File: config.mk
export PLATFORM = sky130hd
export DESIGN_NAME = imem_loader
export DESIGN_NICKNAME = d
export VERILOG_FILES = /design/src/rtl/imem_loader.sv
export SDC_FILE = /design/constraint.sdc
export NUM_CORES = 1
export LEC_CHECK = 0
export ABC_AREA = 1
export CAP_MARGIN = 20
export CELL_PAD_IN_SITES_DETAIL_PLACEMENT = 1
export CELL_PAD_IN_SITES_GLOBAL_PLACEMENT = 2
export CORE_MARGIN = 8
export CORE_UTILIZATION = 31
export CTS_BUF_LIST = sky130_fd_sc_hd__clkbuf_8
export DETAILED_ROUTE_END_ITERATION = 8
export PLACE_DENSITY_LB_ADDON = 0.1
export SYNTH_ARGS = -nofsm -noshare
export SYNTH_HDL_FRONTEND = slang
export SYNTH_SLANG_ARGS = --single-unit
File: constraint.sdc
create_clock -name iw_clk -period 4.32 [get_ports iw_clk]
set_input_delay 0.432 -clock iw_clk [delete_from_list [all_inputs] [get_ports iw_clk]]
set_output_delay 0.432 -clock iw_clk [all_outputs]
set_load 0.03 [all_outputs]
File: src/rtl/imem_loader.sv
// Boot-time instruction memory loader: parses a framed host byte stream and writes words
// through the memory write port, holding the core in reset until a checksum-valid image lands.
`timescale 1ns/1ps
module imem_loader #(
    parameter int DATA_W = 24,
    parameter int ADDR_W = 24,
    parameter int CNT_W  = 16
) (
    input  logic              iw_clk,
    input  logic              iw_rst,
    input  logic              iw_start,
    input  logic [7:0]        iw_byte,
    input  logic              iw_byte_valid,
    output logic              ow_byte_ready,
    output logic              ow_mem_we,
    output logic [ADDR_W-1:0] ow_mem_addr,
    output logic [DATA_W-1:0] ow_mem_wdata,
    output logic              ow_cpu_rst,
    output logic              ow_busy,
    output logic              ow_done,
    output logic              ow_err
);

    localparam int BPW  = (DATA_W + 7) / 8;
    localparam int BI_W = (BPW > 1) ? $clog2(BPW) : 1;
    localparam logic [7:0] MAGIC_BYTE = 8'hA5;

    typedef enum logic [2:0] {
        S_IDLE,
        S_MAGIC,
        S_CNT_LO,
        S_CNT_HI,
        S_DATA,
        S_CSUM,
        S_DONE,
        S_ERR
    } state_t;

    state_t              state_q;
    logic [7:0]          cntLo_q;
    logic [CNT_W-1:0]    wordsLeft_q;
    logic [BI_W-1:0]     byteIdx_q;
    logic [BPW*8-1:0]    wordBuf_q;
    logic [BPW*8-1:0]    wordBuf_d;
    logic [ADDR_W-1:0]   wordAddr_q;
    logic [7:0]          csum_q;

    logic                inFrame;
    logic                xfer;
    logic                lastByte;
    logic                lastWord;
    logic [15:0]         hdrCount;

    assign inFrame       = (state_q == S_MAGIC) || (state_q == S_CNT_LO) ||
                           (state_q == S_CNT_HI) || (state_q == S_DATA) ||
                           (state_q == S_CSUM);
    assign ow_byte_ready = inFrame;
    assign ow_busy       = inFrame;
    assign xfer          = iw_byte_valid && inFrame;
    assign lastByte      = (byteIdx_q == BI_W'(BPW - 1));
    assign lastWord      = (wordsLeft_q == CNT_W'(1));
    assign hdrCount      = {iw_byte, cntLo_q};

    // Byte k of the word under assembly lands in bits [8k+7:8k]
    always_comb begin
        wordBuf_d = wordBuf_q;
        for (int k = 0; k < BPW; k++) begin
            if (byteIdx_q == BI_W'(k)) begin
                wordBuf_d[8*k +: 8] = iw_byte;
            end
        end
    end

    always_ff @(posedge iw_clk or posedge iw_rst) begin
        if (iw_rst) begin
            state_q      <= S_IDLE;
            cntLo_q      <= '0;
            wordsLeft_q  <= '0;
            byteIdx_q    <= '0;
            wordBuf_q    <= '0;
            wordAddr_q   <= '0;
            csum_q       <= '0;
            ow_mem_we    <= 1'b0;
            ow_mem_addr  <= '0;
            ow_mem_wdata <= '0;
            ow_cpu_rst   <= 1'b1;
            ow_done      <= 1'b0;
            ow_err       <= 1'b0;
        end else begin
            ow_mem_we <= 1'b0;
            case (state_q)
                S_IDLE, S_DONE, S_ERR: begin
                    if (iw_start) begin
                        state_q     <= S_MAGIC;
                        ow_cpu_rst  <= 1'b1;
                        ow_done     <= 1'b0;
                        ow_err      <= 1'b0;
                        wordAddr_q  <= '0;
                        csum_q      <= '0;
                        byteIdx_q   <= '0;
                        wordsLeft_q <= '0;
                        wordBuf_q   <= '0;
                        cntLo_q     <= '0;
                    end
                end
                S_MAGIC: begin
                    if (xfer) begin
                        if (iw_byte == MAGIC_BYTE) begin
                            state_q <= S_CNT_LO;
                        end else begin
                            state_q <= S_ERR;
                            ow_err  <= 1'b1;
                        end
                    end
                end
                S_CNT_LO: begin
                    if (xfer) begin
                        cntLo_q <= iw_byte;
                        state_q <= S_CNT_HI;
                    end
                end
                S_CNT_HI: begin
                    if (xfer) begin
                        wordsLeft_q <= CNT_W'(hdrCount);
                        state_q     <= (hdrCount == 16'd0) ? S_CSUM : S_DATA;
                    end
                end
                // Final byte of each word schedules a one-cycle write of the assembled word
                S_DATA: begin
                    if (xfer) begin
                        csum_q <= csum_q ^ iw_byte;
                        if (lastByte) begin
                            ow_mem_we    <= 1'b1;
                            ow_mem_addr  <= wordAddr_q;
                            ow_mem_wdata <= wordBuf_d[DATA_W-1:0];
                            wordAddr_q   <= wordAddr_q + ADDR_W'(1);
                            byteIdx_q    <= '0;
                            wordBuf_q    <= '0;
                            wordsLeft_q  <= wordsLeft_q - CNT_W'(1);
                            if (lastWord) begin
                                state_q <= S_CSUM;
                            end
                        end else begin
                            byteIdx_q <= byteIdx_q + BI_W'(1);
                            wordBuf_q <= wordBuf_d;
                        end
                    end
                end
                S_CSUM: begin
                    if (xfer) begin
                        if (iw_byte == csum_q) begin
                            state_q    <= S_DONE;
                            ow_done    <= 1'b1;
                            ow_cpu_rst <= 1'b0;
                        end else begin
                            state_q <= S_ERR;
                            ow_err  <= 1'b1;
                        end
                    end
                end
                default: state_q <= S_IDLE;
            endcase
        end
    end

endmodule

### After elaboration in Yosys (flattened, before gate mapping)

Index checks and enable logic that the tools add are counted.

* bits in registers: 137
* bits of input ports: 12
* logic and storage cells: 114

* $add $sub $neg: 3
* eq/ne operators: 23
* multiplexer cells: 52
* bitwise operators: 1
* reduce and logical (&&, ||, !) cells: 22

Operators with widths (number)
* two-way mux 24 bit: 5
* case mux 24 bit (2 select lines): 2
* two-way mux 16 bit: 4
* two-way mux 8 bit: 6
* case mux 16 bit (3 select lines): 1
* case mux 8 bit (2 select lines): 2
* two-way mux 3 bit: 9
* adder 24 x 1 -> 24 bit, second input constant: 1
* inequality test 2 bit, second input constant: 10
* case mux 3 bit (6 select lines): 1
* == test 16 x 1 -> 1 bit, second input constant: 1
* zero test 16 bit: 1
* subtractor 16 x 1 -> 16 bit, second input constant: 1
* two-way mux 1 bit: 15
* == test 3 bit, second input constant: 4
* AND reduction 3 bit: 3
* == test 8 bit: 1
* == test 8 bit, second input constant: 1
* AND reduction 4 bit: 2
* AND reduction 8 bit: 1
* XOR 8 bit: 1
* == test 3 x 2 -> 1 bit, second input constant: 2
* two-way mux 2 bit: 3
* AND reduction 6 bit: 1
* 16 further kinds: 23

### Depth between registers and ports, before layout

* depth in word-level cells: 8
* depth in mapped cells: 11
* depth with buffers taken out: 11

### Worst setup path before layout

OpenSTA, ideal clock, no wires.

* path kind: reg-to-reg
* start: register state_q[2]
* end: register wordAddr_q[21]
* data arrival time: 1.498 ns
* required time: 4.194 ns
* setup slack: 2.696 ns
* cell stages (with the launch flop): 11
* path through: dfrtp_1 > inv_2 > nand2_1 > nand3_2 > nand2_1 > nand2_2 > nor2_4 > inv_2 > buf_2 > nand2_1 > o21ai_0

* cells in the longest elaborated chain, start to end: 8
* elaborated cells on any way between the ends: 20
* those cells by class: eq/ne (10); mux (1); reduce/logical (9)

RTL lines
* start: declaration: line 39 `state_t state_q;`
* start signal: assignment: line 125 `state_q <= (hdrCount == 16'd0) ? S_CSUM : S_DATA;`
* == test 3 x 1 -> 1 bit / == test 3 x 2 -> 1 bit (equally long branches): line 54 `assign inFrame = (state_q == S_MAGIC) || (state_q == S_CNT_LO) ||`
* logical OR 1 bit (2 in a row): line 54
* logical OR 1 bit: line 55 `(state_q == S_CNT_HI) || (state_q == S_DATA) ||`
* logical OR 1 bit (*): line 55
* net ow_busy: line 19 `output logic ow_busy,`
* logical AND 1 bit (*): line 59 `assign xfer = iw_byte_valid && inFrame;`
* inequality test 2 bit (no line) (*)
* AND reduction 4 bit (no line) (*)
* end signal: assignment: line 136 `wordAddr_q <= wordAddr_q + ADDR_W'(1);`
* end: declaration: line 45 `logic [ADDR_W-1:0] wordAddr_q;`

Mark *: on every way through the listed nets, which the timed path passes. The rest lies on a longest branch.
A chain may end at the register's enable or synchronous reset.

### Final worst setup path

* start: register state_q[1]
* end: register wordAddr_q[11]

* cells in the longest elaborated chain, start to end: 8
* elaborated cells on any way between the ends: 20
* those cells by class: eq/ne (10); mux (1); reduce/logical (9)

RTL lines (line)
* == test 3 x 1 -> 1 bit / == test 3 x 2 -> 1 bit (equally long branches): 54
* logical OR 1 bit (2 in a row): 54
* logical OR 1 bit (2 in a row): 55
* logical AND 1 bit: 59
* inequality test 2 bit (no line)
* AND reduction 4 bit (no line)

Parallel ways exist; a longest one is shown, timed or not.

==> impl_results.md <==
* Outcome: complete, no violations
* Syn Inst Count at 923
* Worst Setup End Kind: register
* Fin Setup TNS at 0 ns
* Overall Global Routing Usage at approximately 16%
* CP max stage cell: nor2_4
* Std-Cell Rows at 55
* Top_reg_cell synth: dfrtp_1
* LEAKAGE at 3.68 nW
* Area grow syn2layout at 18.4%
* Type of origin of the critical path: register
* DRC Markers at 0
* Vias in the first global route at 6,577
* YS warnings at 0
* CTS tree: done
* Critical path arrival at 2.88 ns
* Final net count at roughly 1,000
* WL met2 at slightly below 10,000 µm
* Setup repair after global routing missed its margin: false
* Clk root buf: clkbuf_8
* Num CTS Buffers at 17
* Metal3 WL at 502 µm
* Fill count at 2,734
* Synthesized area at 6970 µm²
* Post-route ant nets at 0
* Final WL at between 20,000 and 25,000 µm
* WL met1 at 10,600 µm
* Crit path cell chain: inv_1 -> nand2_2 -> nor2_4 -> buf_4 -> nand2_4 -> inv_1 -> nor2_4 -> buf_4 -> nand4_1 -> o21ai_0
* Largest area contributor in the netlist: dfrtp_1
* Clk pwr share at 21.3%
* GP Congestion at 0.813
* Final cycle utilization of the critical path at 58.2%
* DRT iter0 DRCs at 282
* Number of synthesized flops with an enable pin at 0
* Max Slew Vio Count at 0
* Slowest stage delay, CP at 0.50 ns
* Initial antenna violation count at 0
* Share of power burned in registers at about a third
* CTS H-Tree Depth at 4
* Gate power share at around 45%
* Tmin final at 2.51 ns
* WHS at 0.470 ns
* Dpl hpwl at 15,300 µm
* Reg area at roughly 3400 µm²
* Largest fanout on the critical path at 37
* Net Sw Frac at 47.5%
* Die ar. at 27,500 µm²
* Drt wl/cell at 16.5 µm
* Io pins at 66
* Max IR drop VDD at between 0.0003 and 0.0004 V
* Initial core utilization at 31.2%
* PortBufs at 65
* Clock Pin Slew Worst Setup and Hold Paths at 0.09 ns
* Synth Register Bits at 137
* Final setup viols at 0
* Ys async rst share at 100%
* Vias at 6,209
* Synth area leaders: dfrtp_1 49%, nand2_1 15%, o21ai_0 8.0%
* Final hold violation count at 0
* Post-CTS setup buffer count at 0
* Cts hold-fix bufs at 0
* Fmax achieved at 398 MHz
* Die Width at 166 µm
* Share of post-route cells with drive strength above 1 at 5.73%
* Switching pwr at 2.39 mW
* Sequential fraction of the synthesis area at approximately half
* Core ar. at 22,400 µm²
* Mean Syn Cell Area at 7.55 µm²
* Detailed Routing Iterations Pass 1 at 4
* Cts repair resizes at 0
* Clk_lat worst skew at 0.46 ns
* Uppermost routed layer: met4
* Die height at approximately 170 µm
* Number of max-cap violations at 0
* Clock Tree Buf Depth at 2
* Multi-input logic area at around 3000 µm²
* Kind of critical path: register to register
* Hold Crit Class: register to register
* Yosys top cell area share at 48.8%
* CP Data Required Time at approximately 4.7 ns
* Syn_nets at about 940
* Worst slew pin tran at 1.01 ns
* Relative slew margins at 32.3%
* Vias per inst at 4.85
* Clock skew at 0.0163 ns
* Pin count of the biggest net entering global routing at 86
* CTS sink cnt at 137
* First-pass GRT wire length at approximately 36,000 µm
* Internal cell power at 2.65 mW
* P per Cell Area at 611 nW/µm²
* Distinct cells, synth at 31
* Ant diodes at 0
* Total global routing overflow at 0
==> cell families after synthesis <==
| logic type | share of synthesized area, % |
|---|---|
| AND/OR/NAND/NOR | 28.7 |
| AO/OA/AOI/OAI | 13.4 |
| flip-flops | 49.2 |
| buffers and inverters | 7.93 |
| adder cells (fa/ha/maj) | 0.538 |
| XOR/XNOR | 0.251 |
==> flip-flops by register name (all words and copies together) (netlist names) <==
signal,count
wordsLeft_q,16
ow_err,1
byteIdx_q,2
ow_done,1
ow_mem_wdata,24
wordAddr_q,24
cntLo_q,8
csum_q,8
wordBuf_q,24
state_q,3
ow_cpu_rst,1
ow_mem_addr,24
ow_mem_we,1
==> Yosys cell counts (3+ instances only) <==
cell type and n:
nand2_1 278, dfrtp_1 136, nor2_1 113, o21ai_0 111
inv_1 99, nand3_1 50, nand4_1 24, o31ai_1 24
buf_2 13, clkbuf_1 11, a21oi_1 10, o21ai_1 8
o41ai_1 8, buf_4 6, nor2_4 5, inv_2 4
ha_1 3, nand2_2 3
==> metrics by stage <==
stage	total power [mW]	setup slack [ns]	util, %	instance area, µm²	std cells
3_3_place_gp	4.02	1.81	35.2	7870	1248
3_5_place_dp	4.04	1.78	35.2	7870	1248
6_report	5.04	1.81	36.9	8260	1280
5_1_grt	5.50	1.57	36.9	8260	1280
2_1_floorplan	3.40	0.222	-	6970	923
4_1_cts	5.14	1.76	36.9	8260	1280
==> layer usage <==
layer	track usage (%)	vias up
met1	21.5	3009
li1	-	3109
met3	2.83	15
met4	4.82	0
met5	0	-
met2	26.0	76
==> worst max-delay path, delay by kind of cell (launching register included) <==
family / cells / cell delay, ns
buffers and inverters: 4 / 0.81
AOI/OAI and AO/OA: 1 / 0.11
DFF: 1 / 0.41
and+or+nand+nor: 5 / 1.05
==> placed cells by master, fill, tap and decap left out, drive strengths merged <==
cell type      count
inv              109
o31ai             24
clkinv             7
o22ai              2
dfstp              1
nor2             118
buf                7
a21oi             10
o211ai             1
nand2            283
nor3b              1
o41ai              8
a22oi              1
ha                 3
dfrtp            136
and2               1
clkdlybuf4s50     65
clkbuf            18
xnor2              2
nor3               1
nand3             52
bufinv             1
o21bai             1
nand4             24
o21ai            119
==> power groups by stage <==
| stage | Sequential [mW] | Combinational (mW) | Clock (mW) |
|---|---|---|---|
| 6_report | 1.72 | 2.25 | 1.07 |
| 3_3_place_gp | 1.74 | 2.28 | 0 |
| 3_5_place_dp | 1.75 | 2.29 | 0 |
| 4_1_cts | 1.72 | 2.30 | 1.12 |
| 5_1_grt | 1.76 | 2.57 | 1.16 |
| 2_1_floorplan | 1.79 | 1.61 | 0 |
==> path summary, 6_finish.rpt <==
| check | from | end | slack (ns) | depth (start not counted) |
|---|---|---|---|---|
| max in group asynchronous | iw_rst | wordsLeft_q[8]$_DFFE_PP0P_ | 2.96 | 3 |
| min | ow_cpu_rst$_DFFE_PP1P_ | ow_cpu_rst$_DFFE_PP1P_ | 0.47 | 2 |
| max | state_q[1]$_DFFE_PP0P_ | wordAddr_q[11]$_DFFE_PP0P_ | 1.81 | 10 |
| min reg2reg | ow_cpu_rst$_DFFE_PP1P_ | ow_cpu_rst$_DFFE_PP1P_ | 0.47 | 2 |
| min in group asynchronous | iw_rst | ow_mem_addr[6]$_DFFE_PP0P_ | 0.51 | 2 |
| max reg2reg | state_q[1]$_DFFE_PP0P_ | wordAddr_q[11]$_DFFE_PP0P_ | 1.81 | 10 |
==> area by class of cell <==
type | instances | share of cell area (%)
well taps | 285 | 4.32
flip-flops and latches | 137 | 41.5
multi-input cells | 651 | 36.2
clock buffers | 18 | 3.00
inverters | 103 | 4.74
repair buffers | 72 | 8.52
clock inverters | 14 | 1.68
Note: power is estimated with default switching activity, not from simulation.
